<file path="src/rtl/ifetch_unit_if.sv">
// Fetch-unit bus bundle: decoder-facing instruction channel, redirect inputs and memory port.
// The master modport is the fetch unit; the slave modport is its environment.
interface ifetch_unit_if;
    logic        ins_ready;
    logic [31:0] ins;
    logic [31:0] pc;
    logic [31:0] predict_nxt_pc;
    logic        dec_stall;
    logic        dec_clear;
    logic [31:0] dec_new_addr;
    logic        rob_clear;
    logic [31:0] rob_new_addr;
    logic        mem_req;
    logic [31:0] mem_addr;
    logic        mem_ready;
    logic [31:0] mem_data;

    modport master (
        output ins_ready, ins, pc, predict_nxt_pc, mem_req, mem_addr,
        input  dec_stall, dec_clear, dec_new_addr, rob_clear, rob_new_addr, mem_ready, mem_data
    );

    modport slave (
        input  ins_ready, ins, pc, predict_nxt_pc, mem_req, mem_addr,
        output dec_stall, dec_clear, dec_new_addr, rob_clear, rob_new_addr, mem_ready, mem_data
    );
endinterface

</file>
<file path="src/rtl/ifetch_unit.sv">
// Instruction fetch front end with static backward-taken branch prediction and redirects.
// Define IFETCH_ICACHE_EN to add a direct-mapped, one-word-per-line instruction cache.
module ifetch_unit #(
    parameter logic [31:0] RESET_PC     = 32'h0,
    parameter int unsigned ICACHE_IDX_W = 4
) (
    input logic           clk_in,
    input logic           rst_n_in,
    input logic           rdy_in,
    ifetch_unit_if.master bus
);

    typedef enum logic [1:0] {StFetch, StWait, StPresent, StJhold} state_t;

    state_t      state_q, state_d;
    logic [31:0] fpc_q, fpc_d;
    logic        drop_q, drop_d;
    logic        ins_ready_q, ins_ready_d;
    logic [31:0] ins_q, ins_d;
    logic [31:0] pc_q, pc_d;
    logic [31:0] pnpc_q, pnpc_d;
    logic [31:0] nfpc_q, nfpc_d;
    logic        mem_req_q, mem_req_d;
    logic [31:0] mem_addr_q, mem_addr_d;

    logic        cache_hit;
    logic [31:0] cache_word;
    logic        redirect;
    logic [31:0] redirect_addr;
    logic        load;
    logic [31:0] word_in, br_imm, seq_pc, br_pc;
    logic        is_branch, is_jump_in, taken;

    function automatic logic is_jump(input logic [6:0] op);
        return (op == 7'b1101111) || (op == 7'b1100111);
    endfunction

    // Decode of the word being registered: the prediction is fixed at load time.
    always_comb begin
        word_in    = (state_q == StWait) ? bus.mem_data : cache_word;
        br_imm     = {{20{word_in[31]}}, word_in[7], word_in[30:25], word_in[11:8], 1'b0};
        seq_pc     = fpc_q + 32'd4;
        br_pc      = fpc_q + br_imm;
        is_branch  = (word_in[6:0] == 7'b1100011);
        is_jump_in = is_jump(word_in[6:0]);
        taken      = is_branch & br_imm[31];
    end

    assign redirect      = bus.rob_clear | bus.dec_clear;
    assign redirect_addr = bus.rob_clear ? bus.rob_new_addr : bus.dec_new_addr;

    always_comb begin
        state_d     = state_q;
        fpc_d       = fpc_q;
        drop_d      = drop_q;
        ins_ready_d = ins_ready_q;
        ins_d       = ins_q;
        pc_d        = pc_q;
        pnpc_d      = pnpc_q;
        nfpc_d      = nfpc_q;
        mem_req_d   = 1'b0;
        mem_addr_d  = mem_addr_q;
        load        = 1'b0;
        if (redirect) begin
            fpc_d       = {redirect_addr[31:1], 1'b0};
            ins_ready_d = 1'b0;
            // An in-flight response must still be absorbed, so stay in StWait and discard it.
            if (state_q == StWait && !bus.mem_ready) begin
                drop_d  = 1'b1;
                state_d = StWait;
            end else begin
                drop_d  = 1'b0;
                state_d = StFetch;
            end
        end else begin
            unique case (state_q)
                StFetch: begin
                    if (cache_hit) begin
                        load = 1'b1;
                    end else begin
                        mem_req_d  = 1'b1;
                        mem_addr_d = {fpc_q[31:2], 2'b00};
                        state_d    = StWait;
                    end
                end
                StWait: begin
                    if (bus.mem_ready) begin
                        if (drop_q) begin
                            drop_d  = 1'b0;
                            state_d = StFetch;
                        end else begin
                            load = 1'b1;
                        end
                    end
                end
                StPresent: begin
                    if (!bus.dec_stall) begin
                        ins_ready_d = 1'b0;
                        fpc_d       = nfpc_q;
                        state_d     = is_jump(ins_q[6:0]) ? StJhold : StFetch;
                    end
                end
                StJhold: begin
                end
            endcase
            if (load) begin
                ins_ready_d = 1'b1;
                ins_d       = word_in;
                pc_d        = {fpc_q[31:1], taken};
                pnpc_d      = (is_branch && !taken) ? br_pc : seq_pc;
                nfpc_d      = is_jump_in ? fpc_q : (taken ? br_pc : seq_pc);
                state_d     = StPresent;
            end
        end
    end

    always_ff @(posedge clk_in or negedge rst_n_in) begin
        if (!rst_n_in) begin
            state_q     <= StFetch;
            fpc_q       <= RESET_PC;
            drop_q      <= 1'b0;
            ins_ready_q <= 1'b0;
            ins_q       <= '0;
            pc_q        <= '0;
            pnpc_q      <= '0;
            nfpc_q      <= '0;
            mem_req_q   <= 1'b0;
            mem_addr_q  <= '0;
        end else if (rdy_in) begin
            state_q     <= state_d;
            fpc_q       <= fpc_d;
            drop_q      <= drop_d;
            ins_ready_q <= ins_ready_d;
            ins_q       <= ins_d;
            pc_q        <= pc_d;
            pnpc_q      <= pnpc_d;
            nfpc_q      <= nfpc_d;
            mem_req_q   <= mem_req_d;
            mem_addr_q  <= mem_addr_d;
        end
    end

`ifdef IFETCH_ICACHE_EN
    localparam int unsigned Lines = 1 << ICACHE_IDX_W;
    localparam int unsigned TagW  = 30 - ICACHE_IDX_W;

    logic [Lines-1:0]        valid_q;
    logic [TagW-1:0]         tag_q  [Lines];
    logic [31:0]             data_q [Lines];
    logic [ICACHE_IDX_W-1:0] idx;
    logic [TagW-1:0]         tag;
    logic                    fill;

    assign idx        = fpc_q[ICACHE_IDX_W+1:2];
    assign tag        = fpc_q[31:ICACHE_IDX_W+2];
    assign cache_hit  = valid_q[idx] && (tag_q[idx] == tag);
    assign cache_word = data_q[idx];
    // Only accepted responses are cached; dropped or redirected ones never are.
    assign fill       = rdy_in && !redirect && (state_q == StWait) && bus.mem_ready && !drop_q;

    always_ff @(posedge clk_in or negedge rst_n_in) begin
        if (!rst_n_in) begin
            valid_q <= '0;
        end else if (fill) begin
            valid_q[idx] <= 1'b1;
        end
    end

    always_ff @(posedge clk_in) begin
        if (fill) begin
            tag_q[idx]  <= tag;
            data_q[idx] <= bus.mem_data;
        end
    end
`else
    assign cache_hit  = 1'b0;
    assign cache_word = '0;
`endif

    assign bus.ins_ready      = ins_ready_q;
    assign bus.ins            = ins_q;
    assign bus.pc             = pc_q;
    assign bus.predict_nxt_pc = pnpc_q;
    assign bus.mem_req        = mem_req_q;
    assign bus.mem_addr       = mem_addr_q;

endmodule

</file>
<file path="src/flat_wrapper.sv">
// flat-port wrapper written by rule: the top's interface ports become plain ports
module ifetch_unit_flat 
#(
    parameter logic [31:0] RESET_PC     = 32'h0,
    parameter int unsigned ICACHE_IDX_W = 4
)
  (clk_in, rst_n_in, rdy_in, bus_ins_ready, bus_ins, bus_pc, bus_predict_nxt_pc, bus_mem_req, bus_mem_addr, bus_dec_stall, bus_dec_clear, bus_dec_new_addr, bus_rob_clear, bus_rob_new_addr, bus_mem_ready, bus_mem_data);
  ifetch_unit_if bus_i ();
  input logic clk_in;
  input logic rst_n_in;
  input logic rdy_in;
  output wire logic [$bits(bus_i.ins_ready)-1:0] bus_ins_ready;
  output wire logic [$bits(bus_i.ins)-1:0] bus_ins;
  output wire logic [$bits(bus_i.pc)-1:0] bus_pc;
  output wire logic [$bits(bus_i.predict_nxt_pc)-1:0] bus_predict_nxt_pc;
  output wire logic [$bits(bus_i.mem_req)-1:0] bus_mem_req;
  output wire logic [$bits(bus_i.mem_addr)-1:0] bus_mem_addr;
  input wire logic [$bits(bus_i.dec_stall)-1:0] bus_dec_stall;
  input wire logic [$bits(bus_i.dec_clear)-1:0] bus_dec_clear;
  input wire logic [$bits(bus_i.dec_new_addr)-1:0] bus_dec_new_addr;
  input wire logic [$bits(bus_i.rob_clear)-1:0] bus_rob_clear;
  input wire logic [$bits(bus_i.rob_new_addr)-1:0] bus_rob_new_addr;
  input wire logic [$bits(bus_i.mem_ready)-1:0] bus_mem_ready;
  input wire logic [$bits(bus_i.mem_data)-1:0] bus_mem_data;
  assign bus_ins_ready = bus_i.ins_ready;
  assign bus_ins = bus_i.ins;
  assign bus_pc = bus_i.pc;
  assign bus_predict_nxt_pc = bus_i.predict_nxt_pc;
  assign bus_mem_req = bus_i.mem_req;
  assign bus_mem_addr = bus_i.mem_addr;
  assign bus_i.dec_stall = bus_dec_stall;
  assign bus_i.dec_clear = bus_dec_clear;
  assign bus_i.dec_new_addr = bus_dec_new_addr;
  assign bus_i.rob_clear = bus_rob_clear;
  assign bus_i.rob_new_addr = bus_rob_new_addr;
  assign bus_i.mem_ready = bus_mem_ready;
  assign bus_i.mem_data = bus_mem_data;
  ifetch_unit #(.RESET_PC(RESET_PC), .ICACHE_IDX_W(ICACHE_IDX_W)) u_core (.clk_in(clk_in), .rst_n_in(rst_n_in), .rdy_in(rdy_in), .bus(bus_i));
endmodule
</file>
<file path="config.mk">
export PLATFORM = sky130hd
export DESIGN_NAME = ifetch_unit_flat
export DESIGN_NICKNAME = d
export VERILOG_FILES = /design/src/rtl/ifetch_unit_if.sv /design/src/rtl/ifetch_unit.sv /design/src/flat_wrapper.sv
export SDC_FILE = /design/constraint.sdc
export NUM_CORES = 1
export LEC_CHECK = 0
export BUFFER_PORTS_ARGS = -buffer_cell sky130_fd_sc_hd__buf_4
export CORE_AREA = 2 2 145 147
export DETAILED_ROUTE_END_ITERATION = 7
export DIE_AREA = 0 0 147 149
export PLACE_DENSITY = 0.89
export SYNTH_ARGS = -nofsm -noshare
export SYNTH_HDL_FRONTEND = slang
export SYNTH_SLANG_ARGS = --single-unit
</file>
<file path="constraint.sdc">
create_clock -name clk_in -period 4.8 [get_ports clk_in]
set_input_delay 0.96 -clock clk_in [delete_from_list [all_inputs] [get_ports clk_in]]
set_output_delay 0.96 -clock clk_in [all_outputs]
set_load 0.02 [all_outputs]
</file>
==> tab_implementation.tex <==
\begin{tabular}{lr}
\hline
Metric & Value \\
\hline
\multicolumn{2}{l}{\textbf{Power and ir drop}} \\
\quad Power density normalized to cell area & between 300 and 400 nW/µm² \\
\quad VDD IR max & $\sim$270 µV \\
\quad Leakage power total & $\sim$6.5 nW \\
\multicolumn{2}{l}{\textbf{Worst setup path}} \\
\quad Critical path buffer and inverter count & 2 \\
\quad Worst setup SP type & register \\
\quad Critical path class & register to register \\
\quad R2R Path Start & u\_core.state\_q[1] \\
\quad Required arrival time at the worst endpoint & between 5 and 6 ns \\
\quad Most used cell, CP & sky130\_fd\_sc\_hd\_\_a21oi\_1 \\
\quad Destination of the worst register-to-register timing path & u\_core.nfpc\_q[31] \\
\quad Slowest cell delay on critical path & approximately 0.62 ns \\
\quad Cell chain of the critical path & inv\_1 -> ha\_1 -> buf\_4 -> and2\_1 -> ha\_1 -> a21o\_1 -> a21oi\_1 -> a21oi\_1 -> o311ai\_2 -> nor2b\_1 -> or3\_1 -> a21oi\_1 -> o22a\_1 \\
\quad Setup crit end kind & register \\
\quad CP top delay family & compound AO/OA/AOI/OAI gates \\
\quad Beginning of the critical path & u\_core.state\_q[1] \\
\quad Critical Path Stages & 13 \\
\quad Depth of the worst register-to-register path & 13 \\
\quad Slowest library cell on the worst path & sky130\_fd\_sc\_hd\_\_o311ai\_2 \\
\quad Endpoint arrival time on the critical path & around 4.3 ns \\
\quad Critical path endpoint & u\_core.nfpc\_q[31] \\
\quad Flop2flop setup slack & between 0.9 and 1 ns \\
\quad Maximum fanout encountered on the critical timing path & 14 \\
\multicolumn{2}{l}{\textbf{STA}} \\
\quad Final worst-path cycle share & 80.7\% \\
\quad Hold Vio Cnt, Final & 0 \\
\quad Setup Total Neg Slack & 0 ns \\
\quad Slew Limit Headroom & about a third \\
\quad Achievable frequency & $\sim$260 MHz \\
\quad Final setup skew & $\sim$0.011 ns \\
\quad Post-layout min period & 3.87 ns \\
\quad Endpoints failing setup & 0 \\
\quad Slew of the pin with the lowest slew margin & roughly 1 ns \\
\quad Unrepaired setup endpoints after global routing & false \\
\quad Final max-slew violation count & 0 \\
\multicolumn{2}{l}{\textbf{Finish}} \\
\quad Number of fill cells & around 1600 \\
\quad Area growth, synth to finish & 21.4\% \\
\quad Net count reported at finish & roughly 1600 \\
\quad Area of all placed cells without fillers & 13600 µm² \\
\quad Fraction of layout instances using a drive strength above 1 & between 20\% and 30\% \\
\quad Filler-free cell count of the finished design & about 1800 \\
\quad Final cell utilization of the core & approximately two thirds \\
\quad Most used cells in the layout excluding fill and tap cells & sky130\_fd\_sc\_hd\_\_nand2\_1 (287), sky130\_fd\_sc\_hd\_\_buf\_4 (247), sky130\_fd\_sc\_hd\_\_dfrtp\_1 (194), sky130\_fd\_sc\_hd\_\_o21ai\_0 (115), sky130\_fd\_sc\_hd\_\_nor2\_1 (107) \\
\quad Most common library cell in the layout ignoring fill and taps & sky130\_fd\_sc\_hd\_\_nand2\_1 \\
\quad Antenna diode count & 0 \\
\multicolumn{2}{l}{\textbf{Global routing}} \\
\quad Antenna violations before repair & 0 \\
\quad Grt total ovfl & 0 \\
\quad Vias in the first global route & between 10000 and 15000 \\
\quad Pin count of the biggest net entering global routing & between 100 and 150 \\
\quad First-pass GRT wire length & approximately 56000 µm \\
\quad Overall global routing resource usage & $\sim$32\% \\
\multicolumn{2}{l}{\textbf{Clock network}} \\
\quad Maximum clock insertion buffer count & 2 \\
\quad Root buf cell & sky130\_fd\_sc\_hd\_\_clkbuf\_16 \\
\quad Number of H-tree levels & 4 \\
\quad Clock Sinks & $\sim$190 \\
\quad Reg clk slew, reported paths & roughly 0.080 ns \\
\quad CTS tree & built \\
\quad Total clock buffers created by CTS & 17 \\
\quad \# resized after CTS & 0 \\
\quad Setup bufs post-CTS & 0 \\
\quad Post-cts hold buffer count & 0 \\
\quad Later-pin clock latency in the skew report & 0.44 ns \\
\multicolumn{2}{l}{\textbf{Yosys}} \\
\quad Most used flip-flop cell after synthesis & sky130\_fd\_sc\_hd\_\_dfrtp\_1 \\
\quad Number of warnings printed during yosys synthesis & 0 \\
\quad Mapped Area & 11200 µm² \\
\quad Post-synthesis register bit count & $\sim$190 \\
\quad Instance count of the mapped netlist & 1312 \\
\quad Count of flip-flops with a built-in enable after synthesis & 0 \\
\quad Proportion of synthesized chip area in sequential cells & 43.3\% \\
\quad FFs w/ async S/R, synth & 100\% \\
\quad Per-instance average area after synthesis & between 8 and 9 µm² \\
\quad Proportion of netlist area held by the largest area contributor & around 43\% \\
\quad Synth area leader & sky130\_fd\_sc\_hd\_\_dfrtp\_1 \\
\quad Unique masters post-synth & 79 \\
\quad Area contributors post-synth & sky130\_fd\_sc\_hd\_\_dfrtp\_1 (43\%), sky130\_fd\_sc\_hd\_\_nand2\_1 (9.6\%), sky130\_fd\_sc\_hd\_\_o21ai\_0 (5.1\%) \\
\multicolumn{2}{l}{\textbf{Routing}} \\
\quad Final Routed Wirelength & 35900 µm \\
\quad Vias & 10742 \\
\quad DRC Markers & 0 \\
\quad Detailed-route wire length per cell & 20.3 µm \\
\quad Drt pass-1 iters & 6 \\
\quad Initial DRC Count & 1225 \\
\quad Vias per std cell & between 6 and 7 \\
\quad Final ANT Viol Nets & 0 \\
\multicolumn{2}{l}{\textbf{Floorplanning}} \\
\quad Die height & 149 µm \\
\quad Boundary Pins & roughly 230 \\
\quad Die Wd & between 100 and 150 µm \\
\quad Die footprint & $\sim$22000 µm² \\
\quad Initial standard-cell utilization of the core & 54.5\% \\
\quad Core region area & just over 20000 µm² \\
\quad Std cell rows & 53 \\
\multicolumn{2}{l}{\textbf{Run status}} \\
\quad Outcome & finished, final reports clean \\
\multicolumn{2}{l}{\textbf{Worst hold path}} \\
\quad Path category of the worst min-delay check & register to register \\
\multicolumn{2}{l}{\textbf{Placement}} \\
\quad Half-perimeter wire length of the detailed placement result & around 25000 µm \\
\quad Inst Count DP & 1731 \\
\quad Placer Congestion & around 0.96 \\
\quad Instance area after placement & between 10000 and 15000 µm² \\
\quad Port-buffer cells & approximately 230 \\
\multicolumn{2}{l}{\textbf{Flow run}} \\
\quad Number of violations of the max-capacitance limit & 0 \\
\hline
\end{tabular}
## worst register-to-register path: stages, from the launching register on
cell and delay, ns:
sky130_fd_sc_hd__dfrtp_1 0.41, sky130_fd_sc_hd__inv_1 0.10, sky130_fd_sc_hd__ha_1 0.34, sky130_fd_sc_hd__buf_4 0.29, sky130_fd_sc_hd__and2_1 0.22, sky130_fd_sc_hd__ha_1 0.32, sky130_fd_sc_hd__a21o_1 0.23, sky130_fd_sc_hd__a21oi_1 0.21
sky130_fd_sc_hd__a21oi_1 0.22, sky130_fd_sc_hd__o311ai_2 0.62, sky130_fd_sc_hd__nor2b_1 0.21, sky130_fd_sc_hd__or3_1 0.35, sky130_fd_sc_hd__a21oi_1 0.14, sky130_fd_sc_hd__o22a_1 0.16
## routing by layer
layer | routed length [µm] | vias up | global-route usage [%]
li1 | - | 4865 | -
met1 | 14300 | 5121 | 42.4
met2 | 16200 | 629 | 50.8
met3 | 3810 | 127 | 8.96
met4 | 1550 | 0 | 14.1
met5 | 0 | - | 0
## layout make-up
class	instances	area, µm²	area share [%]
Inverter	11	41.3	0.303
Sequential cell	194	4850	35.7
Timing Repair Buffer	250	1910	14.0
Clock inverter	13	118	0.864
Multi-Input combinational cell	1001	5890	43.3
Tap cell	275	344	2.53
Clock buffer	19	453	3.33
## registers in the layout, summed over array words and instances (netlist names)
name	count
u_core.bus.ins	32
u_core.bus.pc	32
u_core.fpc_q	32
u_core.nfpc_q	32
u_core.bus.predict_nxt_pc	31
u_core.bus.mem_addr	30
u_core.state_q	2
u_core.bus.ins_ready	1
u_core.bus.mem_req	1
u_core.drop_q	1
## synth_stat cells, types with 19 or more instances
cell                       number
sky130_fd_sc_hd__nand2_1      287
sky130_fd_sc_hd__dfrtp_1      194
sky130_fd_sc_hd__o21ai_0      115
sky130_fd_sc_hd__nor2_1       108
sky130_fd_sc_hd__a21oi_1       78
sky130_fd_sc_hd__clkbuf_1      61
sky130_fd_sc_hd__mux2_2        44
sky130_fd_sc_hd__mux2i_1       37
sky130_fd_sc_hd__xnor2_1       34
sky130_fd_sc_hd__nand3_1       26
sky130_fd_sc_hd__xor2_1        24
sky130_fd_sc_hd__buf_1         19
sky130_fd_sc_hd__buf_2         19
## logic make-up after synthesis
group                    after synthesis  share of synthesized area (%)
multiplexers                          81                           7.73
XOR/XNOR                              58                           4.53
other                                  1                         0.0335
AO/OA/AOI/OAI                        304                           16.7
flip-flops                           194                           43.3
adder cells (fa/ha/maj)               17                           1.96
buffers and inverters                118                           4.47
AND/OR/NAND/NOR                      539                           21.3
## metrics by stage
stage               hold slack (ns)  setup WS (ns)  power [mW]
global placement              0.460           1.03        3.73
CTS                           0.483           1.08        5.19
finish                        0.475          0.928        5.19
floorplan                     0.445           1.22        3.11
global route                  0.504          0.834        5.43
detailed placement            0.465          0.998        3.79
## power by group
group,leakage (nW),internal [mW],total [mW],switching [mW]
clock network,0.278,0.712,1.41,0.694
registers,2.58,1.94,2.26,0.323
logic,3.65,0.672,1.52,0.853
## worst min path at each step
stage,cells past startpoint,startpoint,to,slack [ns]
after CTS,2,u_core.bus.ins[16],u_core.bus.ins[16],0.48
final,2,u_core.bus.ins[16],u_core.bus.ins[16],0.47
after global placement,2,u_core.bus.ins[12],u_core.bus.ins[12],0.46
after detailed placement,2,u_core.bus.ins[16],u_core.bus.ins[16],0.47
after floorplan,2,u_core.nfpc_q[2],u_core.nfpc_q[2],0.45
after global routing,2,u_core.bus.ins[12],u_core.bus.ins[12],0.50
No activity file was read; power rests on OpenSTA's default activity.
